[src/rtl/dispense_payout_ctrl.sv]
// dispense_payout_ctrl: drives the product motor and coin ejector after a vend,
// keeps per-item stock and pays change/refunds as 10- and 5-rupee coins.
module dispense_payout_ctrl #(
    parameter int MOTOR_CYCLES = 8,
    parameter int STOCK_MAX    = 31,
    parameter int INIT_STOCK   = 0,
    parameter int WATER_COST   = 15,
    parameter int SODA_COST    = 20,
    parameter int LEMON_COST   = 25
) (
    input  logic       clk,
    input  logic       reset,
    input  logic [1:0] product,
    input  logic       give,
    input  logic [4:0] change,
    input  logic       restock_en,
    input  logic [1:0] restock_sel,
    input  logic [4:0] restock_qty,
    input  logic       coin_ack,
    output logic       motor_en,
    output logic [1:0] motor_sel,
    output logic       coin10_eject,
    output logic       coin5_eject,
    output logic [4:0] water_avail,
    output logic [4:0] soda_avail,
    output logic [4:0] lemon_avail,
    output logic       busy,
    output logic       done,
    output logic       stock_fault,
    output logic       req_dropped,
    output logic       payout_err
);
    localparam int CW = MOTOR_CYCLES > 1 ? $clog2(MOTOR_CYCLES) : 1;

    typedef enum logic [2:0] {IDLE, MOTOR, PAY, WAIT_ACK, DONE} state_t;

    state_t          state, state_nxt;
    logic [1:0]      prod_q, item_q, item_nxt;
    logic            give_q;
    logic [5:0]      remaining, rem_nxt, cost;
    logic [CW-1:0]   cnt, cnt_nxt;
    logic [4:0]      stock [1:3];
    logic [4:0]      stock_nxt [1:3];
    logic [4:0]      sel_stock;
    logic            vend_req, refund_req, dec_ok, fault_set, err_set, drop_set;

    function automatic logic [4:0] upd(input logic [4:0] s, input logic dec, input logic [4:0] add);
        logic [6:0] t;
        t = {2'b0, s} + {2'b0, add} - {6'b0, dec};
        return t > 7'(STOCK_MAX) ? 5'(STOCK_MAX) : t[4:0];
    endfunction

    assign vend_req   = product != 2'd0 && prod_q == 2'd0;
    assign refund_req = give && !give_q;
    assign sel_stock  = product == 2'd1 ? stock[1] : product == 2'd2 ? stock[2] : stock[3];
    assign cost       = product == 2'd1 ? 6'(WATER_COST) : product == 2'd2 ? 6'(SODA_COST) : 6'(LEMON_COST);
    assign dec_ok     = state == IDLE && vend_req && sel_stock != 5'd0;

    for (genvar i = 1; i <= 3; i++) begin : g_stock
        assign stock_nxt[i] = upd(stock[i], dec_ok && product == 2'(i),
                                  restock_en && restock_sel == 2'(i) ? restock_qty : 5'd0);
        always_ff @(posedge clk or posedge reset)
            if (reset) stock[i] <= 5'(INIT_STOCK);
            else       stock[i] <= stock_nxt[i];
    end

    assign water_avail  = stock[1];
    assign soda_avail   = stock[2];
    assign lemon_avail  = stock[3];
    assign motor_en     = state == MOTOR;
    assign motor_sel    = motor_en ? item_q : 2'd0;
    assign coin10_eject = state == PAY && remaining >= 6'd10;
    assign coin5_eject  = state == PAY && remaining < 6'd10 && remaining >= 6'd5;
    assign busy         = state != IDLE;
    assign done         = state == DONE;

    always_comb begin
        state_nxt = state;
        rem_nxt   = remaining;
        cnt_nxt   = cnt;
        item_nxt  = item_q;
        fault_set = 1'b0;
        err_set   = 1'b0;
        drop_set  = state != IDLE && (vend_req || refund_req);
        case (state)
            IDLE: begin
                if (vend_req) begin
                    item_nxt = product;
                    if (sel_stock != 5'd0) begin
                        state_nxt = MOTOR;
                        cnt_nxt   = CW'(MOTOR_CYCLES - 1);
                        rem_nxt   = {1'b0, change};
                    end else begin
                        // empty item: refund its price along with the change
                        fault_set = 1'b1;
                        rem_nxt   = {1'b0, change} + cost;
                        state_nxt = PAY;
                    end
                end else if (refund_req) begin
                    rem_nxt   = {1'b0, change};
                    state_nxt = PAY;
                end
            end
            MOTOR: begin
                if (cnt == '0) state_nxt = PAY;
                else           cnt_nxt   = cnt - 1'b1;
            end
            PAY: begin
                if (remaining >= 6'd10) begin
                    rem_nxt   = remaining - 6'd10;
                    state_nxt = WAIT_ACK;
                end else if (remaining >= 6'd5) begin
                    rem_nxt   = remaining - 6'd5;
                    state_nxt = WAIT_ACK;
                end else begin
                    err_set   = remaining != 6'd0;
                    rem_nxt   = 6'd0;
                    state_nxt = DONE;
                end
            end
            WAIT_ACK: if (coin_ack) state_nxt = PAY;
            DONE:     state_nxt = IDLE;
            default:  state_nxt = IDLE;
        endcase
    end

    always_ff @(posedge clk or posedge reset) begin
        if (reset) begin
            state       <= IDLE;
            prod_q      <= 2'd0;
            give_q      <= 1'b0;
            remaining   <= 6'd0;
            cnt         <= '0;
            item_q      <= 2'd0;
            stock_fault <= 1'b0;
            req_dropped <= 1'b0;
            payout_err  <= 1'b0;
        end else begin
            state       <= state_nxt;
            prod_q      <= product;
            give_q      <= give;
            remaining   <= rem_nxt;
            cnt         <= cnt_nxt;
            item_q      <= item_nxt;
            stock_fault <= fault_set;
            req_dropped <= req_dropped | drop_set;
            payout_err  <= payout_err | err_set;
        end
    end
endmodule

[config.mk]
export PLATFORM = sky130hd
export DESIGN_NAME = dispense_payout_ctrl
export DESIGN_NICKNAME = d
export VERILOG_FILES = /design/src/rtl/dispense_payout_ctrl.sv
export SDC_FILE = /design/constraint.sdc
export NUM_CORES = 1
export LEC_CHECK = 0
export ABC_AREA = 1
export CORE_MARGIN = 2
export CORE_UTILIZATION = 31
export CTS_BUF_LIST = sky130_fd_sc_hd__clkbuf_4 sky130_fd_sc_hd__clkbuf_8 sky130_fd_sc_hd__clkbuf_16
export CTS_CLUSTER_DIAMETER = 60
export CTS_CLUSTER_SIZE = 16
export DETAILED_ROUTE_END_ITERATION = 8
export HOLD_SLACK_MARGIN = 0.02
export MAX_ROUTING_LAYER = met4
export PLACE_DENSITY = 0.53
export SETUP_SLACK_MARGIN = 0.02
export SLEW_MARGIN = 20
export SYNTH_ARGS = -nofsm -noshare
export SYNTH_HDL_FRONTEND = slang
export SYNTH_SLANG_ARGS = --single-unit
[constraint.sdc]
create_clock -name clk -period 6.4 [get_ports clk]
set_clock_uncertainty 0.15 [all_clocks]
set_input_delay 0.64 -clock clk [delete_from_list [all_inputs] [get_ports clk]]
set_output_delay 0.64 -clock clk [all_outputs]
set_load 0.05 [all_outputs]
==> summary.md, run 1 <==
| Metric | Value |
|---|---|
| Post-layout util | about two fifths |
| Worst-path clk slew | about 0.070 ns |
| Vias | 2789 |
| Max VDD drop | 0.179 mV |
| Setup Total Neg Slack | 0 ns |
| HPWL after DPL | a little over 6000 um |
| Global-route track usage on met2 | 26.1% |
| Hold Fails Final Rpt | 0 |
| Clk root buf | clkbuf_8 |
| # diodes | 0 |
| Post-synthesis sequential area ratio | 27.4% |
| Synth cell count leaders | 93 x inv_1, 72 x nand2_1, 49 x ha_1 |
| # port buffers | 43 |
| Cts bufs inserted | 5 |
| Fillers | ~1100 |
| Wire per inst | around 12 um |
| Status | finished, final reports clean |
| Critical Path AT | 3.57 ns |
| Flop pwr share | 22.5% |
| Fmax | about 280 MHz |
| Chip height | around 110 um |
| Hold Path End | req_dropped$_DFF_PP0_ |
| I/O pin cnt | 44 |
| Initial antenna violation count | 0 |
| Syn Nets | 491 |
| Comb pwr share | 65.2% |
| Multi-input gate area | 1940 um2 |
| Remaining DRCs | 0 |
| CP required | 6.39 ns |
| Worst-skew pair later-pin latency | 0.29 ns |
| Top cells by area, synth | dfrtp_1 27%, ha_1 19%, inv_1 11% |
| Worst Hold Slack | 0.338 ns |
| Crit-path cells | clkdlybuf4s50_1 -> inv_1 -> ha_1 -> inv_1 -> nor2_1 -> nand2_1 -> nand2_1 -> nand3_2 -> nand3_4 -> nor2_1 -> ha_1 -> inv_1 -> ha_1 -> nand3_1 -> nand2_1 -> a21oi_1 -> nor2_1 -> o21bai_1 -> o211ai_1 |
| TritonCTS clock tree | built |
| Slowest-stage cell, CP | clkdlybuf4s50_1 |
| Worst min-delay path startpoint | req_dropped$_DFF_PP0_ |
| Crit-path max FO | 5 |
| Initial Util | 31.4% |
| # resized after CTS | 0 |
| Global route total overflow | 0 |
| Slew @ Worst Pin | 0.578 ns |
| Layout cells sized above 1 | 7.02% |
| Final Power | 1730 uW |
| Distinct cells, synth | 35 |
| WP buf/inv | 4 |
| GRT Total Usage | 15.2% |
| Final nets | 541 |
| Area of the core | roughly 10000 um2 |
| Grt met1 use | between 10% and 20% |
| Most used routing layer in global routing | met2 |
| Setup CP Type | in2reg |
| CP Capture Type | register |
| Clock network power share | approximately an eighth |
| Worst hold path type | reg2reg |
| Clock sinks | 35 |
| Die ar. | 11100 um2 |
| Vias per inst | 4.60 |
| Setup crit start kind | primary input |
| RSZ-0062 raised after global routing | false |
| Routing usage on met3 | 2.16% |
| Final Max Tran Viols | 0 |
| Synth Flop Type | dfrtp_1 |
| Final wirelength | 7480 um |
| Top delay family on crit path | buffers and inverters |
| Fraction of registers with async set/reset | 100% |
| Global-route wire length before repair | approximately 13000 um |
| Mean Syn Cell Area | 7.62 um2 |
| Post-synth EDFFs | 0 |
| Reg-to-Reg End | water_avail[2]$_DFF_PP0_ |
| Setup Viol. Count Final | 0 |
| Crit-path max cell delay | 0.57 ns |
| RR Startpoint | state[0]$_DFFE_PP0P_ |
| GPL Wtd Cong | 0.874 |
| Hold Path Stages | 1 |
| Max-slew headroom | 61.1% |
| Register Area | 876 um2 |
| Iteration-0 DRC count of the detailed router | just over 90 |
| Area growth, synth to finish | 22.5% |
| Share of the synthesized area in the top cell type | 27.4% |
| Leakage | ~0.0020 uW |
| Hold Buf Count CTS | 0 |
| Largest net degree at the start of global routing | 36 |
| Synth Instances | 419 |
| Most instantiated library cell after synthesis | inv_1 |
| Cell Rows | 37 |
| Mapped Area | 3190 um2 |
| Sw Share | 51.3% |
| MaxCap Viol Count | 0 |
| Vias in the first global route | roughly 2900 |
| Final worst path period share | 55.8% |
| CTS Buffer Depth | 2 |
| Number of H-tree levels | 2 |
| Synthesized flop and latch total | 35 |
| Synth warnings | 0 |
| Int Power | roughly 840 uW |
| Power Density | 442 nW/um2 |
| Sw Pwr | 887 uW |
| Antenna-violating nets left | 0 |
| DIE WIDTH | 106 um |
| Cell taking the most area after synthesis | dfrtp_1 |
| Drt pass-1 iters | 4 |
| Worst R2R Path Depth | 14 |
| Post CTS Setup Buffer Count | 0 |
| Fin crit period | between 3 and 4 ns |
| R2r setup slk | 3.35 ns |
[state kept, by name (all words and copies together), names as in the netlist]
name         count
give_q           1
lemon_avail      5
prod_q           2
cnt              3
item_q           2
remaining        6
req_dropped      1
payout_err       1
state            3
soda_avail       5
water_avail      5
stock_fault      1
[layer usage]
| metal | vias up | routed length [um] | share of wire, % |
|---|---|---|---|
| li1 | 1447 | - | - |
| met1 | 1285 | 3500 | 47 |
| met2 | 47 | 3630 | 49 |
| met3 | 10 | 204 | 2.7 |
| met4 | 0 | 142 | 1.9 |
| met5 | - | 0 | 0 |
[cell families (layout without fill, tap and decap cells)]
kind of cell	Yosys count	count (layout)	synth area share [%]
buffers and inverters	100	151	11.9
xor gates and xnor gates	15	15	4.11
adders and majority gates	53	53	21.7
and+or+nand+nor	169	169	25.9
AOI/OAI and AO/OA	47	47	9.05
DFF	35	35	27.4
[power by group through the flow]
| stage | Sequential (uW) | Combinational [uW] | Clock [uW] |
|---|---|---|---|
| after CTS | 393 | 1140 | 219 |
| final | 390 | 1130 | 212 |
| after global placement | 396 | 1120 | 0 |
| after floorplan | 494 | 749 | 0 |
| after detailed placement | 397 | 1130 | 0 |
| after global routing | 405 | 1280 | 229 |
[layout make-up]
cell class,instances,share of cell area (%)
Clock buffer,6,2.11
Clock inverter,2,0.895
Inverter,99,9.50
Multi-Input combinational cell,284,49.6
Sequential cell,35,22.4
Tap cell,136,4.35
Timing Repair Buffer,44,11.2
[how the worst max path moves through the flow]
stage / start / to / slack [ns] / cells past startpoint
6_report: product[0] / water_avail[2]$_DFF_PP0_ / 2.83 / 19
5_1_grt: product[0] / water_avail[2]$_DFF_PP0_ / 2.57 / 19
4_1_cts: product[1] / water_avail[2]$_DFF_PP0_ / 2.85 / 17
3_5_place_dp: product[1] / water_avail[2]$_DFF_PP0_ / 2.52 / 17
3_3_place_gp: product[0] / water_avail[4]$_DFF_PP0_ / 2.60 / 17
2_1_floorplan: product[0] / water_avail[0]$_DFF_PP0_ / 3.49 / 18
[metrics by stage]
step	cell area [um2]	cells	setup WS [ns]
floorplan	3190	419	3.49
global placement	3790	598	2.60
detailed placement	3790	598	2.52
CTS	3910	606	2.85
global route	3910	606	2.57
finish	3910	606	2.83
[cell usage in the layout, fill, tap and decap left out, types with 3 or more instances in the layout]
cell type	n
o21ai_0	7
ha_1	49
nor2_4	3
nand3b_1	3
o211ai_1	6
nand4_1	18
dfrtp_1	35
xnor2_1	7
nand3_1	26
nor2_2	3
a31oi_1	3
xor2_1	8
inv_1	93
nand2_1	72
inv_2	6
fa_1	4
nor3_1	5
a21oi_1	19
clkdlybuf4s50_1	43
nor2_1	30
clkbuf_8	6
(Power assumes the default switching activity.)
==> run 2, diff against run 1 <==
- PLACE_DENSITY: 0.53 -> 0.55
- clock period: 6.4 -> 3 ns (I/O delays scaled with it)
==> run 2 against run 1 <==
Sequential power rose by 110%. Die area did not move. Clock-buffer cell count fell by 1. Highest routed layer unchanged. Non-clock buffer count rose by 25. Largest cell class unchanged.
==> summary.md, run 2 (same netlist as run 1, synthesis figures left out) <==
| Metric | Value |
|---|---|
| Status | finished, final reports clean |
| Routing usage on met3 | 2.72% |
| Top delay family on crit path | buffers and inverters |
| Clk root buf | clkbuf_8 |
| Setup CP Type | reg2out |
| Initial antenna violation count | 0 |
| Leakage | 0.00216 uW |
| Max VDD drop | between 0.3 and 0.4 mV |
| Flop pwr share | between 20% and 30% |
| Slew @ Worst Pin | 0.514 ns |
| I/O pin cnt | 44 |
| Number of H-tree levels | 2 |
| Iteration-0 DRC count of the detailed router | 101 |
| Int Power | 1890 uW |
| Largest net degree at the start of global routing | 36 |
| # port buffers | between 40 and 50 |
| Critical Path AT | 2.32 ns |
| Worst-path clk slew | 0.08 ns |
| CP most frequent cell | inv_1 |
| Final nets | roughly 570 |
| Area of the core | 10200 um2 |
| Worst-skew pair later-pin latency | 0.30 ns |
| Fin crit period | 2.77 ns |
| Fmax | 361 MHz |
| Setup crit start kind | register |
| WP buf/inv | 3 |
| Crit-path cells | inv_1 -> ha_1 -> nand3_1 -> nand3_2 -> nand2_1 -> inv_1 -> clkdlybuf4s50_1 |
| CP Capture Type | primary output |
| Vias in the first global route | slightly below 3000 |
| Final worst path period share | 92.3% |
| TritonCTS clock tree | built |
| Sw Pwr | approximately 2000 uW |
| Area growth, synth to finish | 29.5% |
| MaxCap Viol Count | 0 |
| Largest Register | remaining |
| Crit-path max FO | 7 |
| CP required | 2.55 ns |
| Layout Cells excl Fill | 631 |
| Placed insts | about 620 |
| Commonest non-fill, non-tap cell in the layout | inv_1 |
| Worst hold path type | in2reg |
| Power Density | 939 nW/um2 |
| Global-route track usage on met2 | 26.5% |
| Chip height | 106 um |
| Global route total overflow | 0 |
| Most used routing layer in global routing | met2 |
| # diodes | 0 |
| Setup Viol. Count Final | 0 |
| Drt pass-1 iters | 4 |
| Initial Util | 31.4% |
| Clock network power share | 11.5% |
| Vias | 2924 |
| R2r setup slk | 0.35 ns |
| Die ar. | 11100 um2 |
| DIE WIDTH | 106 um |
| Crit-path max cell delay | 0.80 ns |
| RSZ-0062 raised after global routing | false |
| Global-route wire length before repair | around 14000 um |
| Slowest-stage cell, CP | clkdlybuf4s50_1 |
| Grt met1 use | a little under a fifth |
| GPL Wtd Cong | 0.925 |
| Final wirelength | 7750 um |
| Remaining DRCs | 0 |
| Hold Fails Final Rpt | 0 |
| Layout cells sized above 1 | 13.9% |
| Cts bufs inserted | 5 |
| Wire per inst | 12.3 um |
| Final Max Tran Viols | 0 |
| Final Power | 3880 uW |
| Sw Share | 51.2% |
| Max-slew headroom | 65.6% |
| CTS Buffer Depth | 2 |
| Max reg flops | 6 |
| Vias per inst | 4.63 |
| Clock sinks | 35 |
| Antenna-violating nets left | 0 |
| Commonest non-fill, non-tap cells in the layout | 92 x inv_1, 71 x nand2_1, 49 x ha_1, 40 x clkdlybuf4s50_1, 35 x dfrtp_1 |
| GRT Total Usage | 15.4% |
| Setup Total Neg Slack | 0 ns |
| Cell Rows | 37 |
| Comb pwr share | between 60% and 70% |
| HPWL after DPL | 6420 um |
[run 2: changes by cell type in the layout (fill, tap and decap cells not counted), sizes merged]
cell,previous run,this run
buf,1,27
clkinv,1,2
dlymetal6s2s,0,2
clkbuf,6,5
clkdlybuf4s50,43,40
[run 2: power by group through the flow]
stage	clock, uW	combinational [uW]	sequential [uW]
after floorplan	0	1600	1050
after global placement	0	2510	833
after detailed placement	0	2550	837
after CTS	458	2570	829
after global routing	474	2920	848
final	447	2610	824
[run 2: cell type report]
class	count	area [um2]
clock inverters	3	43.8
fillers	1062	6050
inverters	99	372
repair buffers	69	628
clock buffers	5	68.8
well taps	136	170
multi-input cells	284	1980
flip-flops and latches	35	876
[run 2: layer usage]
metal / wire length [um] / up-vias
met4: 112 / 0
met2: 3850 / 48
met5: 0 / -
met1: 3580 / 1360
li1: - / 1504
met3: 210 / 12
[run 2: final timing paths]
| check | from | to | depth (start not counted) |
|---|---|---|---|
| min in group asynchronous | reset | water_avail[3]$_DFF_PP0_ | 3 |
| max reg2reg | soda_avail[0]$_DFF_PP0_ | lemon_avail[4]$_DFF_PP0_ | 14 |
| max | remaining[0]$_DFFE_PP0P_ | coin10_eject | 7 |
| min reg2reg | payout_err$_DFF_PP0_ | payout_err$_DFF_PP0_ | 1 |
| max in group asynchronous | reset | lemon_avail[1]$_DFF_PP0_ | 3 |
| min | product[1] | prod_q[1]$_DFF_PP0_ | 2 |
[run 2: what timing repair did]
item | 4_1_cts | 5_1_grt
setup buffers | 0 | 0
gates resized for setup | 1 | 12
hold buffers | 0 | 0
pin swaps | 0 | 3
setup endpoints to repair | 2 | 15
[run 2: stage by stage]
stage	area (um2)	setup slack [ns]	hold slack, ns	utilization [%]
after CTS	4100	0.0265	0.271	40.2
after global placement	3980	-0.235	0.309	39.1
after global routing	4140	0.0591	0.205	40.6
after floorplan	3190	0.242	0.181	-
after detailed placement	3980	-0.296	0.314	39.1
final	4140	0.232	0.180	40.6
